$ cat src/rtl/jt12_wr_queue_pkg.sv
// jt12_wr_queue_pkg: shared FSM states and queue entry layout for the jt12 write queue
package jt12_wr_queue_pkg;
  localparam int ENTRY_W = 17;
  typedef enum logic [2:0] {S_IDLE, S_AWAIT, S_AWR, S_AGAP, S_DWAIT, S_DWR, S_DGAP} state_t;
  typedef struct packed {
    logic       part;
    logic [7:0] rg;
    logic [7:0] data;
  } entry_t;
endpackage

$ cat src/rtl/jt12_wr_queue_fifo.sv
// jt12_wr_queue_fifo: sync FIFO of {part,reg,data}; ports push_i/pop_i/flush_i/din_i in, dout_o/level_o/full_o/empty_o out
module jt12_wr_queue_fifo
  import jt12_wr_queue_pkg::*;
#(
  parameter int DEPTH = 16,
  parameter int LW    = $clog2(DEPTH) + 1
) (
  input  logic          clk,
  input  logic          rst,
  input  logic          push_i,
  input  logic          pop_i,
  input  logic          flush_i,
  input  entry_t        din_i,
  output entry_t        dout_o,
  output logic [LW-1:0] level_o,
  output logic          full_o,
  output logic          empty_o
);
  localparam int AW = $clog2(DEPTH);
  logic [ENTRY_W-1:0] mem [DEPTH];
  logic [AW-1:0] wp_q, rp_q;
  logic [LW-1:0] level_q;
  always_ff @(posedge clk)
    if (push_i) mem[wp_q] <= din_i;
  always_ff @(posedge clk)
    if (rst || flush_i) begin
      wp_q    <= '0;
      rp_q    <= '0;
      level_q <= '0;
    end else begin
      wp_q    <= wp_q + AW'(push_i);
      rp_q    <= rp_q + AW'(pop_i);
      level_q <= level_q + LW'(push_i) - LW'(pop_i);
    end
  assign dout_o  = entry_t'(mem[rp_q]);
  assign level_o = level_q;
  assign full_o  = level_q == LW'(DEPTH);
  assign empty_o = level_q == '0;
endmodule

$ cat src/rtl/jt12_wr_queue.sv
// jt12_wr_queue: queued YM2612 register writer; req_* in, cs_n/wr_n/addr/dout bus out, busy polled, level/overflow/idle status
module jt12_wr_queue
  import jt12_wr_queue_pkg::*;
#(
  parameter int DEPTH      = 16,
  parameter int STROBE     = 1,
  parameter int GAP        = 2,
  parameter int ADDR_CACHE = 1
) (
  input  logic                     clk,
  input  logic                     rst,
  input  logic                     cen,
  input  logic                     req_valid,
  output logic                     req_ready,
  input  logic                     req_part,
  input  logic [7:0]               req_reg,
  input  logic [7:0]               req_data,
  input  logic                     flush,
  input  logic                     busy,
  output logic                     cs_n,
  output logic                     wr_n,
  output logic [1:0]               addr,
  output logic [7:0]               dout,
  output logic [$clog2(DEPTH):0]   level,
  output logic                     overflow,
  output logic                     idle
);
  localparam int LW   = $clog2(DEPTH) + 1;
  localparam int MAXT = STROBE > GAP ? STROBE : GAP;
  localparam int CW   = $clog2(MAXT + 1);
  state_t state_q, state_d;
  logic [CW-1:0] cnt_q, cnt_d;
  entry_t cur_q, cur_d, head;
  logic [1:0] vld_q;
  logic [1:0][7:0] creg_q;
  logic ov_q, stb_n_q, stb_n_d;
  logic [1:0] addr_q, addr_d;
  logic [7:0] dout_q, dout_d;
  logic full, empty, pop, push, hit, tick_end, cache_set;
  logic [LW-1:0] fifo_level;

  jt12_wr_queue_fifo #(.DEPTH(DEPTH), .LW(LW)) u_fifo (
    .clk     (clk),
    .rst     (rst),
    .push_i  (push),
    .pop_i   (pop),
    .flush_i (flush),
    .din_i   ({req_part, req_reg, req_data}),
    .dout_o  (head),
    .level_o (fifo_level),
    .full_o  (full),
    .empty_o (empty)
  );

  assign push      = req_valid && !flush && (!full || pop);
  assign hit       = ADDR_CACHE != 0 && vld_q[head.part] && creg_q[head.part] == head.rg;
  assign tick_end  = cnt_q == '0;
  assign cache_set = cen && state_q == S_AWR && tick_end;
  assign cur_d     = pop ? head : cur_q;

  always_ff @(posedge clk)
    if (rst) begin
      state_q <= S_IDLE;
      cnt_q   <= '0;
      cur_q   <= '0;
      vld_q   <= '0;
      creg_q  <= '0;
      ov_q    <= 1'b0;
      stb_n_q <= 1'b1;
      addr_q  <= '0;
      dout_q  <= '0;
    end else begin
      state_q <= state_d;
      cnt_q   <= cnt_d;
      cur_q   <= cur_d;
      vld_q   <= flush ? '0 : cache_set ? vld_q | (2'b01 << cur_q.part) : vld_q;
      if (cache_set) creg_q[cur_q.part] <= cur_q.rg;
      ov_q    <= !flush && (ov_q || (req_valid && !push));
      stb_n_q <= stb_n_d;
      addr_q  <= addr_d;
      dout_q  <= dout_d;
    end

  always_comb begin
    state_d = state_q;
    cnt_d   = cnt_q;
    pop     = 1'b0;
    if (cen)
      case (state_q)
        S_IDLE:
          if (!empty && !flush) begin
            pop     = 1'b1;
            state_d = hit ? S_DWAIT : S_AWAIT;
          end
        S_AWAIT:
          if (!busy) begin
            state_d = S_AWR;
            cnt_d   = CW'(STROBE - 1);
          end
        S_AWR: begin
          state_d = tick_end ? S_AGAP : S_AWR;
          cnt_d   = tick_end ? CW'(GAP - 1) : cnt_q - CW'(1);
        end
        S_AGAP: begin
          state_d = tick_end ? S_DWAIT : S_AGAP;
          cnt_d   = cnt_q - CW'(1);
        end
        S_DWAIT:
          if (!busy) begin
            state_d = S_DWR;
            cnt_d   = CW'(STROBE - 1);
          end
        S_DWR: begin
          state_d = tick_end ? S_DGAP : S_DWR;
          cnt_d   = tick_end ? CW'(GAP - 1) : cnt_q - CW'(1);
        end
        S_DGAP: begin
          state_d = tick_end ? S_IDLE : S_DGAP;
          cnt_d   = cnt_q - CW'(1);
        end
        default: state_d = S_IDLE;
      endcase
  end

  always_comb begin
    stb_n_d = !(state_d == S_AWR || state_d == S_DWR);
    addr_d  = state_d == S_AWR ? {cur_d.part, 1'b0} : state_d == S_DWR ? {cur_d.part, 1'b1} : addr_q;
    dout_d  = state_d == S_AWR ? cur_d.rg : state_d == S_DWR ? cur_d.data : dout_q;
  end

  assign req_ready = !full;
  assign cs_n      = stb_n_q;
  assign wr_n      = stb_n_q;
  assign addr      = addr_q;
  assign dout      = dout_q;
  assign level     = fifo_level;
  assign overflow  = ov_q;
  assign idle      = empty && state_q == S_IDLE;
endmodule

$ cat config.mk
export PLATFORM = sky130hd
export DESIGN_NAME = jt12_wr_queue
export DESIGN_NICKNAME = d
export VERILOG_FILES = /design/src/rtl/jt12_wr_queue_pkg.sv /design/src/rtl/jt12_wr_queue_fifo.sv /design/src/rtl/jt12_wr_queue.sv
export SDC_FILE = /design/constraint.sdc
export NUM_CORES = 1
export LEC_CHECK = 0
export CORE_MARGIN = 8
export CORE_UTILIZATION = 35
export CTS_CLUSTER_SIZE = 14
export DETAILED_ROUTE_END_ITERATION = 10
export GPL_ROUTABILITY_DRIVEN = 0
export GPL_TIMING_DRIVEN = 1
export PLACE_DENSITY = 0.48
export REMOVE_ABC_BUFFERS = 1
export SLEW_MARGIN = 15
export SYNTH_ARGS = -nofsm -noshare
export SYNTH_HDL_FRONTEND = slang
export SYNTH_HIERARCHICAL = 1
export SYNTH_SLANG_ARGS = --single-unit
export TNS_END_PERCENT = 10
$ cat constraint.sdc
create_clock -name clk -period 10 [get_ports clk]
set_clock_uncertainty 0.15 [all_clocks]
set_input_delay 1.5 -clock clk [delete_from_list [all_inputs] [get_ports clk]]
set_output_delay 1.5 -clock clk [all_outputs]
set_load 0.005 [all_outputs]
Yosys cells after proc, flatten, opt, wreduce, memory -nomap -nowiden

Memory sizes are Yosys's and may differ from the RTL's. A register that Yosys moved wholly into a read port is not among the register bits.
Cells that the tools add are included.

Bits in registers: 65
Memories: 1
Memory bits (writable): 272
Logic and storage cells: 99

Bitwise operators: 1
Shift operators: 1
Multiplexer cells: 31
Eq/ne operators: 11
Reduce and logical (&&, ||, !) cells: 30
$lt $le $gt $ge: 3
Add/subtract/negate cells: 5

Memories:

| memory     | words | width | read ports | clocked after memory_dff | write ports | RTL line                 | text |
|---|---|---|---|---|---|---|---|
| u_fifo.mem | 16    | 17    | 1          | 1                        | 1           | jt12_wr_queue_fifo.sv:20 | `logic [ENTRY_W-1:0] mem [DEPTH];` |

Operator list:

| operator                                                                     | number |
|---|---|
| 8-bit 2-to-1 mux                                                             | 5 |
| 3-bit 2-to-1 mux                                                             | 7 |
| 3-bit one-hot mux with 7 select lines                                        | 1 |
| 17-bit 2-to-1 mux                                                            | 1 |
| 16-bit bitwise mux                                                           | 1 |
| 3-bit == test, second input constant                                         | 4 |
| 1-bit logical AND                                                            | 10 |
| 2-bit 2-to-1 mux                                                             | 5 |
| 2-bit OR reduction                                                           | 5 |
| 3-bit by 2-bit == test with 1-bit output, second input constant              | 3 |
| 4-bit by 1-bit adder with 4-bit output                                       | 2 |
| 8-bit demux with 1-bit select                                                | 1 |
| 8-bit == test                                                                | 1 |
| 1-bit 2-to-1 mux                                                             | 8 |
| 2-bit one-hot mux with 3 select lines                                        | 1 |
| 5-bit by 1-bit adder with 5-bit output                                       | 1 |
| 5-bit == test, second input constant                                         | 1 |
| 1-bit zero test                                                              | 5 |
| 5-bit zero test                                                              | 1 |
| 5-bit by 1-bit subtractor with 5-bit output                                  | 1 |
| 1-bit logical OR                                                             | 4 |
| 1-bit by 2-bit less-than comparator with 1-bit output, second input constant | 2 |
| 4-bit 2-to-1 mux                                                             | 1 |
| 3-bit by 1-bit == test with 1-bit output, second input constant              | 1 |
| 10 further kinds                                                             | 10 |

Depth between registers and ports, before layout

Depth after elaboration: 12
Gate-level depth with buffers: 15
Mapped depth without buffers: 14

Cells and area by module

Netlist, hierarchy kept.

By module, submodules not included:

| module             | times used | area each (um2) | cells an instance |
|---|---|---|---|
| jt12_wr_queue_fifo | 1          | 11230.8         | 577 |
| jt12_wr_queue      | 1          | 2449.8          | 267 |

Least setup slack after synthesis

No wires, ideal clock.

Path kind: input port to flip-flop
Start point: input port flush
End point: memory u_fifo.mem[0][0] (enable)
Slack: 5.233 ns
Buffers on the path: 0
Stages on the path: 5
Arrival time: 4.204 ns
Cells stage by stage: nor4_4 -> nand2_4 -> a211oi_2 -> or3b_1 -> nor3_1

Longest elaborated chain between the ends: 9

RTL lines:

| what                                       | RTL line                                 | text |
|---|---|---|
| start: declaration                         | jt12_wr_queue.sv:18                      | `input logic flush,` |
| 1-bit zero test (*)                        | jt12_wr_queue.sv:55, jt12_wr_queue.sv:91 |  |
| 1-bit logical AND                          | jt12_wr_queue.sv:91                      | `if (!empty && !flush) begin` |
| 1-bit 2-to-1 mux                           | jt12_wr_queue.sv:91                      |  |
| 1-bit 2-to-1 mux                           | jt12_wr_queue.sv:89                      | `case (state_q)` |
| 1-bit 2-to-1 mux                           | jt12_wr_queue.sv:88                      | `if (cen)` |
| 1-bit logical OR                           | jt12_wr_queue.sv:55                      | `assign push = req_valid && !flush && (!full \|\| pop);` |
| 1-bit logical AND (*)                      | jt12_wr_queue.sv:55                      |  |
| net push                                   | jt12_wr_queue.sv:39                      | `logic full, empty, pop, push, hit, tick_end, cache_set;` |
| 1-bit 2-to-1 mux (*)                       | jt12_wr_queue_fifo.sv:24                 | `if (push_i) mem[wp_q] <= din_i;` |
| 1-bit 2-to-1 mux (not written as such) (*) | jt12_wr_queue_fifo.sv:24                 |  |
| end: declaration                           | jt12_wr_queue_fifo.sv:20                 |  |

The timed path passes the listed nets; every way through them passes the cells marked *.

Worst setup path in the final report

Start point: input port cen
End point: memory u_fifo.mem[2][0] (enable)

Longest elaborated chain between the ends: 5

RTL lines:

| what                                   | RTL line                 | text |
|---|---|---|
| start: declaration                     | jt12_wr_queue.sv:12      | `input logic cen,` |
| 1-bit 2-to-1 mux                       | jt12_wr_queue.sv:88      |  |
| 1-bit logical OR                       | jt12_wr_queue.sv:55      |  |
| 1-bit logical AND                      | jt12_wr_queue.sv:55      |  |
| net push                               | jt12_wr_queue.sv:39      |  |
| 1-bit 2-to-1 mux                       | jt12_wr_queue_fifo.sv:24 |  |
| 1-bit 2-to-1 mux (not written as such) | jt12_wr_queue_fifo.sv:24 |  |

The timed path passes the listed nets, and every way through them passes these cells.

==> reports/qor.csv <==
metric;value;unit
antenna_found_initial;0;
path_cells;clkdlybuf4s50_1 -> nor2b_1 -> nand2_4 -> a211oi_2 -> or3b_1 -> nor2_2;
die_x;214;µm
syn_area;0.0137;mm²
cts_tree;built;
vias;7269;
timing.fmax;188;MHz
fillers;3534;
initial_core_util;0.354;
arrival;5330;ps
ys_async_sr_fraction;0;
path_clk_slew;60;ps
period_share;0.533;
std_cell_rows;72;
synth.yosys.seq_area_share;0.692;
die_h;214;µm
synth_edf_count;272;
yosys.area_share.adder;0.0132;
synth_flop_cell;edfxtp_1;
cp_top_family;simple AND/OR/NAND/NOR gates;
ctsHoldBuffers;0;
drt-total-wl;33.8;mm
worstPathMaxFanout;19;
r2r_end;state_q[0];
cts.sinks;337;
slew_violations;0;
slowest_stage;nor2b_1;
synthToLayoutAreaGrowth;15.4;%
hold_start;vld_q[1];
synth.distinct_cells;59;
cts_buffers;38;
cp_num_buf_inv;1;
synth-simple-area-share;0.0507;
drtAntennaViolNets;0;
worst_slew_pin_slew;1050;ps
synth-xor-area-share;0.0109;
syn_area_per_cell;16.2;µm²
post-dp-hpwl;22.2;mm
worstSetupPathType;in2reg;
syn_inst;844;
clk_latency;530;ps
fp.coreArea;0.0386;mm²
post-synth-top-area-fraction;0.597;
cts_buffer_depth;3;
reg2reg_depth;10;
setup_viol;0;
synth_top_family_by_area;multiplexers;
required;10000;ps
whs_path_depth;2;
final_area;0.0158;mm²
cts_resized;0;
outcome;complete, no violations;
synth_seq_cells;337;
yosys.area.top_type;edfxtp_1;
cellPowerDensity;198;mW/mm²
relSlewSlack;0.302;
drt_iter0_drc;526;
drive_gt1_frac;0.152;
max_stage_delay;750;ps
crit_path_start_kind;input pin;
first_global_vias;7256;
rrSetupSlack;5270;ps
leakagePower;5.08;nW
finalHoldViolCount;0;
viasPerCell;5.08;
maxCapViolations;0;
end_kind;register;
grt_max_degree;46;
postCtsSetupBuffers;0;
ios;43;
period_minus_slack;5330;ps
clockRootBuffer;clkbuf_16;
synth_mux_area_frac;0.130;
finalNetCount;924;
dieArea;0.0457;mm²
grt_pass1_wl;49.1;mm
drt_first_pass_iters;5;
htree_levels;2;
grtUsageTotal;0.148;
io_buffer_count;42;
ir_drop;0.141;mV
synth_compound_area_frac;0.0734;
grt_overflow;0;
post_dp_cell_area;0.0146;mm²
rsz0062_at_grt;false;
hold_class;reg2reg;
r2r_start;u_fifo/rp_q[0];
yosys-top-cells-area;edfxtp_1 60%, dfxtp_1 9.5%, mux2i_1 7.3%, mux4_2 5.6%, a221oi_1 1.7%;
avgRoutedWirePerCell;23.6;µm
finalSetupTns;0;ps
ys_warn_count;6;
min_delay_worst_endpoint;vld_q[1];
drcViolationCount;0;
## synth_stat cells (all sizes together) (3+ instances only)
cell type and n:
nor3b 3, o21ai 31, clkbuf 19, a221oi 35, nor4b 3, ha 12, nand2 38, buf 30
nor3 5, xor2 5, edfxtp 272, nor2b 7, dfxtp 65, a21oi 18, a22o 8, xnor2 12
inv 16, mux2i 100, and2 7, a22oi 17, mux4 34, o211ai 10, nor2 49, nand2b 3
a211oi 3, nand3 13
## through the flow
step | power, mW | instances | setup slack (ps) | utilization | hold WS [ps]
global placement | 1.78 | 1366 | 4180 | 0.377 | 303
CTS | 3.16 | 1431 | 4680 | 0.408 | 318
floorplan | 1.69 | 795 | 3800 | - | 281
global route | 3.23 | 1431 | 4480 | 0.408 | 343
detailed placement | 1.79 | 1366 | 4110 | 0.377 | 309
finish | 3.12 | 1432 | 4670 | 0.408 | 311
## flip-flops by register name, summed over array words and instances (netlist names)
signal          cells
addr                2
cnt_q               2
creg_q             16
cs_n                1
cur_q              17
dout                8
overflow            1
state_q             3
u_fifo/level_o      5
u_fifo/mem        272
u_fifo/rp_q         4
u_fifo/wp_q         4
vld_q               2
## per-layer routing
layer | track usage | vias to the layer above | part of all wire
met5 | 0 | - | 0
met4 | 0.0414 | 0 | 0.023
met1 | 0.210 | 3680 | 0.47
li1 | - | 3391 | -
met3 | 0.0251 | 47 | 0.044
met2 | 0.232 | 151 | 0.46
## cell families (layout without fill, tap and decap cells)
logic type                 count (synthesis)  count (layout)
AOI/OAI and AO/OA                        133             133
DFF                                      337             337
adders and majority gates                 14              14
and+or+nand+nor                          141             141
buffers and inverters                     67             136
xor gates and xnor gates                  17              17
other                                      0               1
muxes                                    135             135
## placed cells by master (no fill, tap or decap), types with 3 or more instances in the layout
master / n
a21oi_1: 16
a221oi_1: 27
a221oi_2: 8
a22o_1: 8
a22oi_1: 17
and2_1: 6
buf_4: 11
bufinv_16: 4
clkbuf_1: 8
clkbuf_16: 39
clkdlybuf4s50_1: 41
clkinv_1: 6
clkinv_2: 5
dfxtp_1: 63
edfxtp_1: 272
ha_1: 12
inv_1: 16
mux2i_1: 100
mux4_2: 34
nand2_1: 36
nand2b_1: 3
nand3_1: 13
nor2_1: 37
nor2_2: 12
nor2b_1: 6
nor3_2: 4
nor3b_1: 3
nor4b_1: 3
o211ai_1: 10
o21ai_0: 26
o21ai_1: 4
xnor2_1: 12
xor2_1: 5
## worst max-delay path by stage
stage,slack (ps),depth (start not counted),to,startpoint
3_3_place_gp,4180,6,u_fifo/mem[2][4],cen
2_1_floorplan,3800,8,state_q[0],u_fifo/rp_q[0]
5_1_grt,4480,6,u_fifo/mem[10][16],cen
4_1_cts,4680,6,u_fifo/mem[2][0],cen
6_report,4670,6,u_fifo/mem[2][0],cen
3_5_place_dp,4110,6,u_fifo/mem[2][4],cen
## area by class of cell
type,count,area (µm²),area share
multi-input cells,440,3870,0.245
repair buffers,53,498,0.0316
inverters,18,67.6,0.00428
clock buffers,49,1020,0.0647
clock inverters,16,200,0.0127
diodes,1,2.50,0.000159
flip-flops and latches,337,9470,0.600
well taps,518,648,0.0411
## where the power goes
part | internal (mW) | total, mW | leakage [nW] | switching [mW]
Clock | 0.825 | 1.37 | 0.596 | 0.544
Combinational | 0.0817 | 0.203 | 1.50 | 0.121
Sequential | 1.53 | 1.55 | 2.98 | 0.0179
Total | 2.44 | 3.12 | 5.08 | 0.683
## worst reg2reg max path, stage by stage (launching register included)
cell      delay (ps)
dfxtp_4          800
buf_4            660
mux2i_1          270
a221oi_1         580
o21ai_0          150
nand2_1          500
mux2i_1          300
xnor2_1           90
nor4_1           260
nor4b_1          620
o22ai_1          180
(Power assumes the default switching activity.)
